$ cat src/rtl/control_sequencer.sv
// control_sequencer: hardwired fetch/decode/execute control unit for the single-bus datapath
module control_sequencer (
  input  logic        clock,
  input  logic        clear,
  input  logic [31:0] ir,
  input  logic        con_ff,
  input  logic        mem_ready,
  input  logic        stop,
  output logic        run,
  output logic        PCout,
  output logic        PCin,
  output logic        IncPC,
  output logic        MARin,
  output logic        MDRin,
  output logic        MDRout,
  output logic        Read,
  output logic        Write,
  output logic        IRin,
  output logic        Yin,
  output logic        Zin,
  output logic        Zhighout,
  output logic        Zlowout,
  output logic        HIin,
  output logic        LOin,
  output logic        HIout,
  output logic        LOout,
  output logic        Cout,
  output logic        CONin,
  output logic        InPortout,
  output logic        OutPortin,
  output logic        Gra,
  output logic        Grb,
  output logic        Grc,
  output logic        Rin,
  output logic        Rout,
  output logic        BAout,
  output logic [4:0]  alu_op
);
  typedef enum logic [3:0] {IDLE, T0, T1, T2, T3, T4, T5, T6, T7, HALT} state_t;
  state_t state, next, last, done;
  logic [4:0] op;
  logic is_ld, is_ldi, is_st, is_mem, is_rr, is_imm, is_md, is_nn, is_br, is_jal, is_jr;
  logic is_in, is_out, is_mflo, is_mfhi, is_halt, is_exec, is_alu, waiting;
  logic unused_ir;
  assign op        = ir[31:27];
  assign unused_ir = ^ir[26:0];
  assign is_ld     = op == 5'd0;
  assign is_ldi    = op == 5'd1;
  assign is_st     = op == 5'd2;
  assign is_mem    = op <= 5'd2;
  assign is_rr     = op >= 5'd3 && op <= 5'd11;
  assign is_imm    = op >= 5'd12 && op <= 5'd14;
  assign is_md     = op == 5'd15 || op == 5'd16;
  assign is_nn     = op == 5'd17 || op == 5'd18;
  assign is_br     = op == 5'd19;
  assign is_jal    = op == 5'd20;
  assign is_jr     = op == 5'd21;
  assign is_in     = op == 5'd22;
  assign is_out    = op == 5'd23;
  assign is_mflo   = op == 5'd24;
  assign is_mfhi   = op == 5'd25;
  assign is_halt   = op == 5'd27;
  assign is_exec   = op <= 5'd25;
  assign is_alu    = op >= 5'd3 && op <= 5'd18;
  assign waiting   = !mem_ready && (state == T1 || (state == T6 && is_ld) || (state == T7 && is_st));
  assign done      = stop ? IDLE : T0;
  assign last      = (is_jr | is_in | is_out | is_mflo | is_mfhi) ? T3 :
                     (is_jal | is_nn) ? T4 :
                     (is_rr | is_imm | is_ldi) ? T5 :
                     (is_md | is_br) ? T6 : T7;
  // State register; clear drops the controller to IDLE without waiting for a clock
  always_ff @(posedge clock or negedge clear)
    if (!clear) state <= IDLE;
    else        state <= next;
  // Step sequencing: memory waits hold, the class's last step returns to fetch or idle
  always_comb begin
    next = state;
    case (state)
      IDLE:    next = stop ? IDLE : T0;
      HALT:    next = HALT;
      T2:      next = is_halt ? HALT : is_exec ? T3 : done;
      default: next = waiting ? state : state == last ? done : state_t'(state + 4'd1);
    endcase
  end
  // Control word decode from the current step and the instruction class
  always_comb begin
    {PCout, PCin, IncPC, MARin, MDRin, MDRout, Read, Write, IRin, Yin, Zin, Zhighout, Zlowout,
     HIin, LOin, HIout, LOout, Cout, CONin, InPortout, OutPortin, Gra, Grb, Grc, Rin, Rout, BAout} = '0;
    run    = state != IDLE && state != HALT;
    alu_op = !run ? 5'd0 : (state >= T3 && is_alu) ? op : 5'd3;
    case (state)
      T0: {PCout, MARin, IncPC, Zin} = '1;
      T1: {Zlowout, PCin, Read, MDRin} = '1;
      T2: {MDRout, IRin} = '1;
      T3:
        if (is_rr | is_imm)  {Grb, Rout, Yin} = '1;
        else if (is_nn)      {Grb, Rout, Zin} = '1;
        else if (is_md)      {Gra, Rout, Yin} = '1;
        else if (is_mem)     {Grb, BAout, Yin} = '1;
        else if (is_br)      {Gra, Rout, CONin} = '1;
        else if (is_jr)      {Gra, Rout, PCin} = '1;
        else if (is_jal)     {PCout, Grb, Rin} = '1;
        else if (is_in)      {InPortout, Gra, Rin} = '1;
        else if (is_out)     {Gra, Rout, OutPortin} = '1;
        else if (is_mflo)    {LOout, Gra, Rin} = '1;
        else if (is_mfhi)    {HIout, Gra, Rin} = '1;
      T4:
        if (is_rr)                  {Grc, Rout, Zin} = '1;
        else if (is_imm | is_mem)   {Cout, Zin} = '1;
        else if (is_nn)             {Zlowout, Gra, Rin} = '1;
        else if (is_md)             {Grb, Rout, Zin} = '1;
        else if (is_br)             {PCout, Yin} = '1;
        else if (is_jal)            {Gra, Rout, PCin} = '1;
      T5:
        if (is_rr | is_imm | is_ldi) {Zlowout, Gra, Rin} = '1;
        else if (is_md)              {Zlowout, LOin} = '1;
        else if (is_ld | is_st)      {Zlowout, MARin} = '1;
        else if (is_br)              {Cout, Zin} = '1;
      T6:
        if (is_md)                   {Zhighout, HIin} = '1;
        else if (is_ld)              {Read, MDRin} = '1;
        else if (is_st)              {Gra, Rout, MDRin} = '1;
        else if (is_br && con_ff)    {Zlowout, PCin} = '1;
      T7:
        if (is_ld)                   {MDRout, Gra, Rin} = '1;
        else if (is_st)              Write = 1'b1;
      default: ;
    endcase
  end
endmodule

$ cat config.mk
export PLATFORM = sky130hd
export DESIGN_NAME = control_sequencer
export DESIGN_NICKNAME = d
export VERILOG_FILES = /design/src/rtl/control_sequencer.sv
export SDC_FILE = /design/constraint.sdc
export NUM_CORES = 1
export LEC_CHECK = 0
export ABC_AREA = 1
export BUFFER_PORTS_ARGS = -buffer_cell sky130_fd_sc_hd__buf_2
export CAP_MARGIN = 40
export CELL_PAD_IN_SITES_DETAIL_PLACEMENT = 0
export CELL_PAD_IN_SITES_GLOBAL_PLACEMENT = 1
export CORE_MARGIN = 2
export CORE_UTILIZATION = 26
export CTS_CLUSTER_DIAMETER = 50
export DETAILED_ROUTE_END_ITERATION = 10
export PLACE_DENSITY = 0.77
export SLEW_MARGIN = 30
export SYNTH_ARGS = -nofsm -noshare
export SYNTH_HDL_FRONTEND = slang
export SYNTH_SLANG_ARGS = --single-unit
$ cat constraint.sdc
create_clock -name clock -period 2.3 [get_ports clock]
set_input_delay 0.115 -clock clock [delete_from_list [all_inputs] [get_ports clock]]
set_output_delay 0.115 -clock clock [all_outputs]
set_load 0.02 [all_outputs]
# ---- Word level (Yosys, flattened, before mapping)
# Index checks and enable logic that the tools add are counted.
# Widths: inputs -> output; s select.
dict set report word_totals {
  reg_bits 4
  elab_cells 243
  input_bits 37
  out_inout_bits 33
}
dict set report classes {
  n_eq_ne 26
  n_lt_le_gt_ge 8
  muxes 180
  bitwise 10
  n_addsub 1
  n_reduce_logical 17
}
# op count
set op_table {}
lappend op_table {{$mux 1} 155}
lappend op_table {{$eq 5x5->1 const B} 11}
lappend op_table {{$mux 4} 7}
lappend op_table {{$eq 4x3->1 const B} 4}
lappend op_table {{$pmux 1 s4} 4}
lappend op_table {{$pmux 1 s2} 7}
lappend op_table {{$pmux 4 s3} 1}
lappend op_table {{$le 5x4->1 const B} 2}
lappend op_table {{$le 5x5->1 const B} 2}
lappend op_table {{$mux 5} 2}
lappend op_table {{$or 1x1->1} 10}
lappend op_table {{$logic_and 1x1->1} 9}
lappend op_table {{$eq 4x2->1 const B} 2}
lappend op_table {{$eq 4x4->1 const B} 2}
lappend op_table {{$pmux 1 s3} 2}
lappend op_table {{$eq 5x1->1 const B} 1}
lappend op_table {{$eq 5x2->1 const B} 1}
lappend op_table {{$eq 5x4->1 const B} 1}
lappend op_table {{$ge 5x2->1 const B} 1}
lappend op_table {{$ge 5x4->1 const B} 1}
lappend op_table {{$le 5x2->1 const B} 1}
lappend op_table {{$logic_not 5->1} 1}
lappend op_table {{$pmux 1 s5} 1}
lappend op_table {{$add 4x1->4 const B} 1}
lappend op_table {{10 further kinds} 13}

# ---- Longest topological paths before layout
# Gate-level depths: netlist (run 1).
dict set report logic_depth {
  depth_word 13
  ltp_mapped 14
}

# ---- Worst setup path before layout (run 1)
# OpenSTA, ideal clock, no wires.
dict set report synth_timing {
  path_type {reg2out}
  start {register state[0]}
  end {output InPortout}
  path_buffers 0
  required_ns 2.185
  arrival_time_ns 1.862
  setup_slack_ns 0.323
  stages_incl_launch_ff 7
  path_cell_list {dfrtp_1 -> inv_1 -> ha_1 -> inv_1 -> nor2_2 -> clkinv_1 -> nor4_1}
}
dict set report synth_between {
  elab_chain_len 2
}
# item line
set synth_lines {}
lappend synth_lines {{start, declared} 40} ;# state_t state, next, last, done;
lappend synth_lines {{start signal, assigned} 74} ;# else state <= next;
lappend synth_lines {{$eq 4x3->1} 91} ;# case (state)
lappend synth_lines {{$mux 1} 91}
lappend synth_lines {{end, declared} 29} ;# output logic InPortout,
# No other way between the ends.

# ---- Worst setup path in the final report (run 1)
dict set report layout_timing {
  start {register state[0]}
  end {output Yin}
}
dict set report layout_between {
  elab_chain_len 2
  word_cells_on_any_way 3
  classes_between {eq/ne: 2; mux: 1}
}
# item line
set layout_lines {}
lappend layout_lines {{$eq 4x3->1} 91}
lappend layout_lines {{$pmux 1 s2 (*)} 91}
lappend layout_lines {{end, declared} 19} ;# output logic Yin,
# Mark *: on every way between the ends. The rest lies on a longest branch, timed or not.

==> flow_summary.ini, run 1 <==
[worst_setup_path]
critPathLaunchType = register
critPathMaxFanout = 7
slowest_stage = dfrtp_1
crit_end = Yin
crit_type = register to output pin
startpoint = state[0]$_DFFE_PN0P_
crit_required_ns = 2.18
r2r_start = state[0]$_DFFE_PN0P_
critPathMaxStageDelay_ns = 0.46
reg2reg_to = state[0]$_DFFE_PN0P_
crit_top_cell = inv_1
crit_arrival_ns = 1.93
endpoint_kind = output pin
reg2reg_depth = 10
rrSetupSlack_ns = 0.33
worstPathCellList = inv_1 > ha_1 > inv_1 > nor2_2 > clkinv_1 > buf_4 > o21ai_0 > buf_2

[sta]
timing_hold_violations_final = 0
final_max_slew_viol_count = 0
setup-tns-final_ns = 0
setup_viol = 0
timing.fmax_ghz = 0.4899
fin_crit_ns = 2.041
skew_ns = 0.0008219
max-slew-margin-rel_pct = 70.78
finalCritPeriodShare_pct = 88.76
worstMarginPinSlew_ns = 0.4327
grt_setup_unrepaired = false

[die]
initial_core_util_pct = 27.08
rows = 23
core_um2 = 4029
die_h_um = 68.78
io_pins = 70
chipWidth_um = 68.78
die_area_um2 = 4731

[global_route]
antenna_found_initial = 0
grt_first_pass_wirelength_mm = 5.499
gr-total-overflow = 0
grt_pass1_vias = 1166
track_usage_pct = 14.95
grt_max_degree = 13

[layout]
largest_register_ffs = 4
diodes = 0
drive_above_1_share_pct = 32.37
nNetsFinal = 284
fillers = 475
largestRegisters = state (4)
regMostFlops = state
syn_to_final_growth_pct = 29.24

[synthesis]
yosysSeqAreaShare_pct = 9.174
synth-seq-cells = 4
synth_top_area_share_pct = 11.35
synthSimpleGateAreaFrac_pct = 53.56
synth_common_cells = nor2_1 (33), nand2_1 (32), inv_1 (27), nand3_1 (22), o21ai_0 (9)
syn-num-nets = 237
synth_top_family_by_area = simple AND/OR/NAND/NOR gates
syn_area_um2 = 1091
synth_edf_count = 0
synthTopCellsByArea = nor2_1 (11%), nand2_1 (11%), nand3_1 (10%), inv_1 (9.3%), dfrtp_1 (9.2%)
syn-mean-instance-area_um2 = 5.567
synth-compound-area-share_pct = 17.20
synth_fa_ha_area_share_pct = 4.587
syn_inst = 196
synth_cell_types = 33
yosysMostFrequentCell = nor2_1
yosysTopAreaCell = nor2_1
synth_xor_area_share_pct = 1.606
ys_warn_count = 0
synth_mux_area_share_pct = 0
synthArstFlopShare_pct = 100.0
synth_ff_type = dfrtp_1

[cts]
cts_buffers = 3
cts_root_buf = clkbuf_8
cts_buffer_depth = 2
clk_pin_slew_worst_paths_ns = 0.03
cts_setup_buffers = 0
clock-sinks = 4
tritoncts = built
htree_levels = 1
worstSkewPairLatency_ns = 0.21

[min_path]
hold_class = primary input to async pin

[drt]
wl_met2_mm = 1.387
routed_wl_mm = 3.437
antenna_left = 0
vias_per_cell = 4.715
drc = 0
wl_met3_um = 246
dr.pass1.iters = 4
drt_iter0_drc = 92
routed.top_layer = met4
wl_met1_mm = 1.786
dr_total_vias = 1372
wire_per_inst_um = 11.81

[power_and_ir_drop]
powerDensity_nw_per_um2 = 971.8
peakVddDrop_v = 0.0004974
total_power_mw = 1.370
p_leak_nw = 0.8114

[placement]
port_buffers = 42
dp_hpwl_mm = 2.952
place.gp.congestion = 0.8280

[flow_run]
cap_violations = 0

[outcome]
outcome = finished, final reports clean
-- repair_timing --
| action | in CTS | in global routing |
|---|---|---|
| hold buffers | 1 | 0 |
| gates resized for setup | 0 | 0 |
| endpoints found under the hold margin | 4 | 0 |
| endpoints found under the setup margin | 0 | 0 |
-- final cells by class --
type | instances | area [um^2] | area share [%]
multi-input cells | 154 | 839.6 | 59.54
repair buffers | 45 | 235.2 | 16.68
inverters | 35 | 131.4 | 9.317
flip-flops and latches | 4 | 100.1 | 7.099
well taps | 50 | 62.56 | 4.437
clock buffers | 3 | 41.29 | 2.928
-- cells in the final DEF (no fill, tap or decap), drive strengths merged, types with 2 or more instances in the layout --
master / instances
buf: 44
nor2: 40
nand2: 40
inv: 34
nand3: 28
o21ai: 12
nor3: 7
a21oi: 6
o211ai: 5
ha: 4
dfrtp: 4
clkbuf: 3
xor2: 2
-- metal layers --
metal | vias to the layer above | global-route usage [%]
li1 | 731 | -
met1 | 590 | 23.31
met2 | 49 | 22.84
met3 | 2 | 0.8117
met4 | 0 | 2.206
met5 | - | 0
-- cells by family after synthesis --
logic type      Yosys count
buf+inv                  38
simple gates            118
flops                     4
xor+xnor                  2
fa+ha+maj                 4
compound gates           30
-- how the worst min path moves through the flow --
| stage | to | slack (ns) | depth (start not counted) |
|---|---|---|---|
| 6_report | state[0]$_DFFE_PN0P_ | 0.24 | 2 |
| 3_5_place_dp | state[0]$_DFFE_PN0P_ | -0.08 | 1 |
| 5_1_grt | state[1]$_DFFE_PN0P_ | 0.26 | 2 |
| 3_3_place_gp | state[0]$_DFFE_PN0P_ | -0.08 | 1 |
| 2_1_floorplan | state[0]$_DFFE_PN0P_ | -0.18 | 0 |
| 4_1_cts | state[0]$_DFFE_PN0P_ | 0.23 | 2 |
-- power breakdown --
group / internal (mW) / total, mW / switching, mW
sequential: 0.106 / 0.159 / 0.0525
clock: 0.111 / 0.144 / 0.0326
combinational: 0.352 / 1.07 / 0.716
-- worst max-delay path, delay by kind of cell (launching register included) --
| family | cells | cell delay, ns |
|---|---|---|
| compound gates | 1 | 0.15 |
| fa+ha+maj | 1 | 0.21 |
| buf+inv | 5 | 0.76 |
| flops | 1 | 0.46 |
| simple gates | 1 | 0.12 |
-- through the flow --
stage | utilization [%] | area [um^2] | worst slack, ns | hold slack (ns) | cells
3_5_place_dp | 33.73 | 1359 | 0.3646 | -0.08003 | 287
6_report | 35.00 | 1410 | 0.2586 | 0.2382 | 291
3_3_place_gp | 33.73 | 1359 | 0.3493 | -0.08054 | 287
5_1_grt | 35.00 | 1410 | 0.09795 | 0.2555 | 291
4_1_cts | 35.00 | 1410 | 0.2431 | 0.2258 | 291
2_1_floorplan | - | 1091 | 0.3232 | -0.1806 | 196
No activity file was read; power rests on OpenSTA's default activity.
==> run 2: changes to the inputs <==
==> constraint.sdc (replaced) <==
create_clock -name clock -period 2.3 [get_ports clock]
set_input_delay 0 -clock clock [delete_from_list [all_inputs] [get_ports clock]]
set_output_delay 0 -clock clock [all_outputs]
set_load 0.02 [all_outputs]
==> run 2 against run 1 <==
Against the previous run:
- clock skew about the same
- via count decreased by 0.15%
- sequential power about the same
- sequential share of layout area about the same
- setup slack improved by 0.038 ns
- final area decreased by 0.53%
- total power decreased by 1.0%
- global-route usage about the same
- first-iteration DRC count decreased by 17%
- largest power group unchanged
==> flow_summary.ini, run 2 (synthesis results as in run 1) <==
[sta]
setup_viol = 0
timing.fmax_ghz = 0.4991
fin_crit_ns = 2.004
finalCritPeriodShare_pct = 87.11
worstMarginPinSlew_ns = 0.4297
setup_ws_ns = 0.2964
final_max_slew_viol_count = 0
grt_setup_unrepaired = false
max-slew-margin-rel_pct = 70.98
skew_ns = 0.001204
timing_hold_violations_final = 0
setup-tns-final_ns = 0

[placement]
place.gp.congestion = 0.8253
port_buffers = 42
dp_hpwl_mm = 2.952
place_ws_ns = 0.3547
place_inst = 286

[die]
io_pins = 70
chipWidth_um = 68.78
die_area_um2 = 4731
die_h_um = 68.78
initial_core_util_pct = 27.08
rows = 23
core_um2 = 4029

[layout]
mostFrequentLayoutCells = buf_2 (42), nor2_1 (33), nand2_1 (32), inv_1 (27), nand3_1 (22)
stdcell_count = 290
fillers = 482
drive_above_1_share_pct = 32.08
layout_commonest_cell = buf_2
nNetsFinal = 283
syn_to_final_growth_pct = 28.56
final_core_util_pct = 34.81
largest_register_ffs = 4
regArea_um2 = 100.1
diodes = 0
multi_input_area_um2 = 839.6
regMostFlops = state
largestRegisters = state (4)

[worst_setup_path]
crit_arrival_ns = 2.00
reg2reg_depth = 11
crit_type = register to output pin
critPathMaxFanout = 9
endpoint_kind = output pin
critPathLaunchType = register
crit_required_ns = 2.30

[cts]
cts_root_buf = clkbuf_8
cts_setup_buffers = 0
clock-sinks = 4
htree_levels = 1
tritoncts = built
cts_buffers = 3
clk_pin_slew_worst_paths_ns = 0.03
worstSkewPairLatency_ns = 0.21
cts_buffer_depth = 2

[drt]
vias_per_cell = 4.724
routed_wl_mm = 3.465
dr_total_vias = 1370
drt_iter0_drc = 76
dr.pass1.iters = 4
drc = 0
antenna_left = 0
wire_per_inst_um = 11.95

[power_and_ir_drop]
peakVddDrop_v = 0.0005793
p_leak_nw = 0.8072
powerDensity_nw_per_um2 = 967.0

[global_route]
grt_first_pass_wirelength_mm = 5.485
gr-total-overflow = 0
grt_max_degree = 13
antenna_found_initial = 0
grt_pass1_vias = 1146
track_usage_pct = 14.91

[min_path]
hold_class = primary input to async pin

[flow_run]
cap_violations = 0

[outcome]
outcome = finished, final reports clean
[run 2: through the flow]
stage | total power, mW | hold WS, ns | area [um^2]
6_report | 1.356 | 0.1269 | 1403
3_3_place_gp | 1.214 | -0.1955 | 1351
4_1_cts | 1.366 | 0.1108 | 1403
3_5_place_dp | 1.212 | -0.1952 | 1351
5_1_grt | 1.490 | 0.1487 | 1403
2_1_floorplan | 0.9183 | -0.2956 | 1091
[run 2: final timing paths]
check                                  endpoint                  from  slack [ns]
setup / recovery                      InPortout  state[0]$_DFFE_PN0P_        0.30
hold / removal             state[0]$_DFFE_PN0P_                 clear        0.13
setup reg to reg           state[2]$_DFFE_PN0P_  state[0]$_DFFE_PN0P_        0.33
hold reg to reg            state[3]$_DFFE_PN0P_  state[3]$_DFFE_PN0P_        0.59
max in group asynchronous  state[3]$_DFFE_PN0P_                 clear        2.06
min in group clock         state[1]$_DFFE_PN0P_             mem_ready        0.16
[run 2: timing repair]
action | CTS | global route
hold endpoints to repair | 4 | 0
resized for setup | 0 | 0
hold buffers | 1 | 0
[run 2: worst max-delay path, stage by stage (launching register included)]
cell	delay [ns]
dfrtp_1	0.46
inv_1	0.14
ha_1	0.21
inv_1	0.06
nor2_2	0.12
clkinv_1	0.25
nor4_1	0.33
buf_2	0.22
[run 2: layout make-up]
cell class / instances / area share (%)
clock buffer: 3 / 2.944
multi-input combinational: 154 / 59.86
timing repair buffer: 44 / 16.24
inverter: 35 / 9.367
sequential: 4 / 7.136
tap: 50 / 4.460
[run 2: power breakdown]
group	switching [mW]	internal, mW
registers	0.0514	0.106
clock network	0.0307	0.111
logic	0.712	0.345
[run 2: metal layers]
metal	wire length (um)	global-route usage [%]
met4	0	1.471
met1	1809	24.49
met3	218	0.9740
met5	0	0
met2	1437	21.51
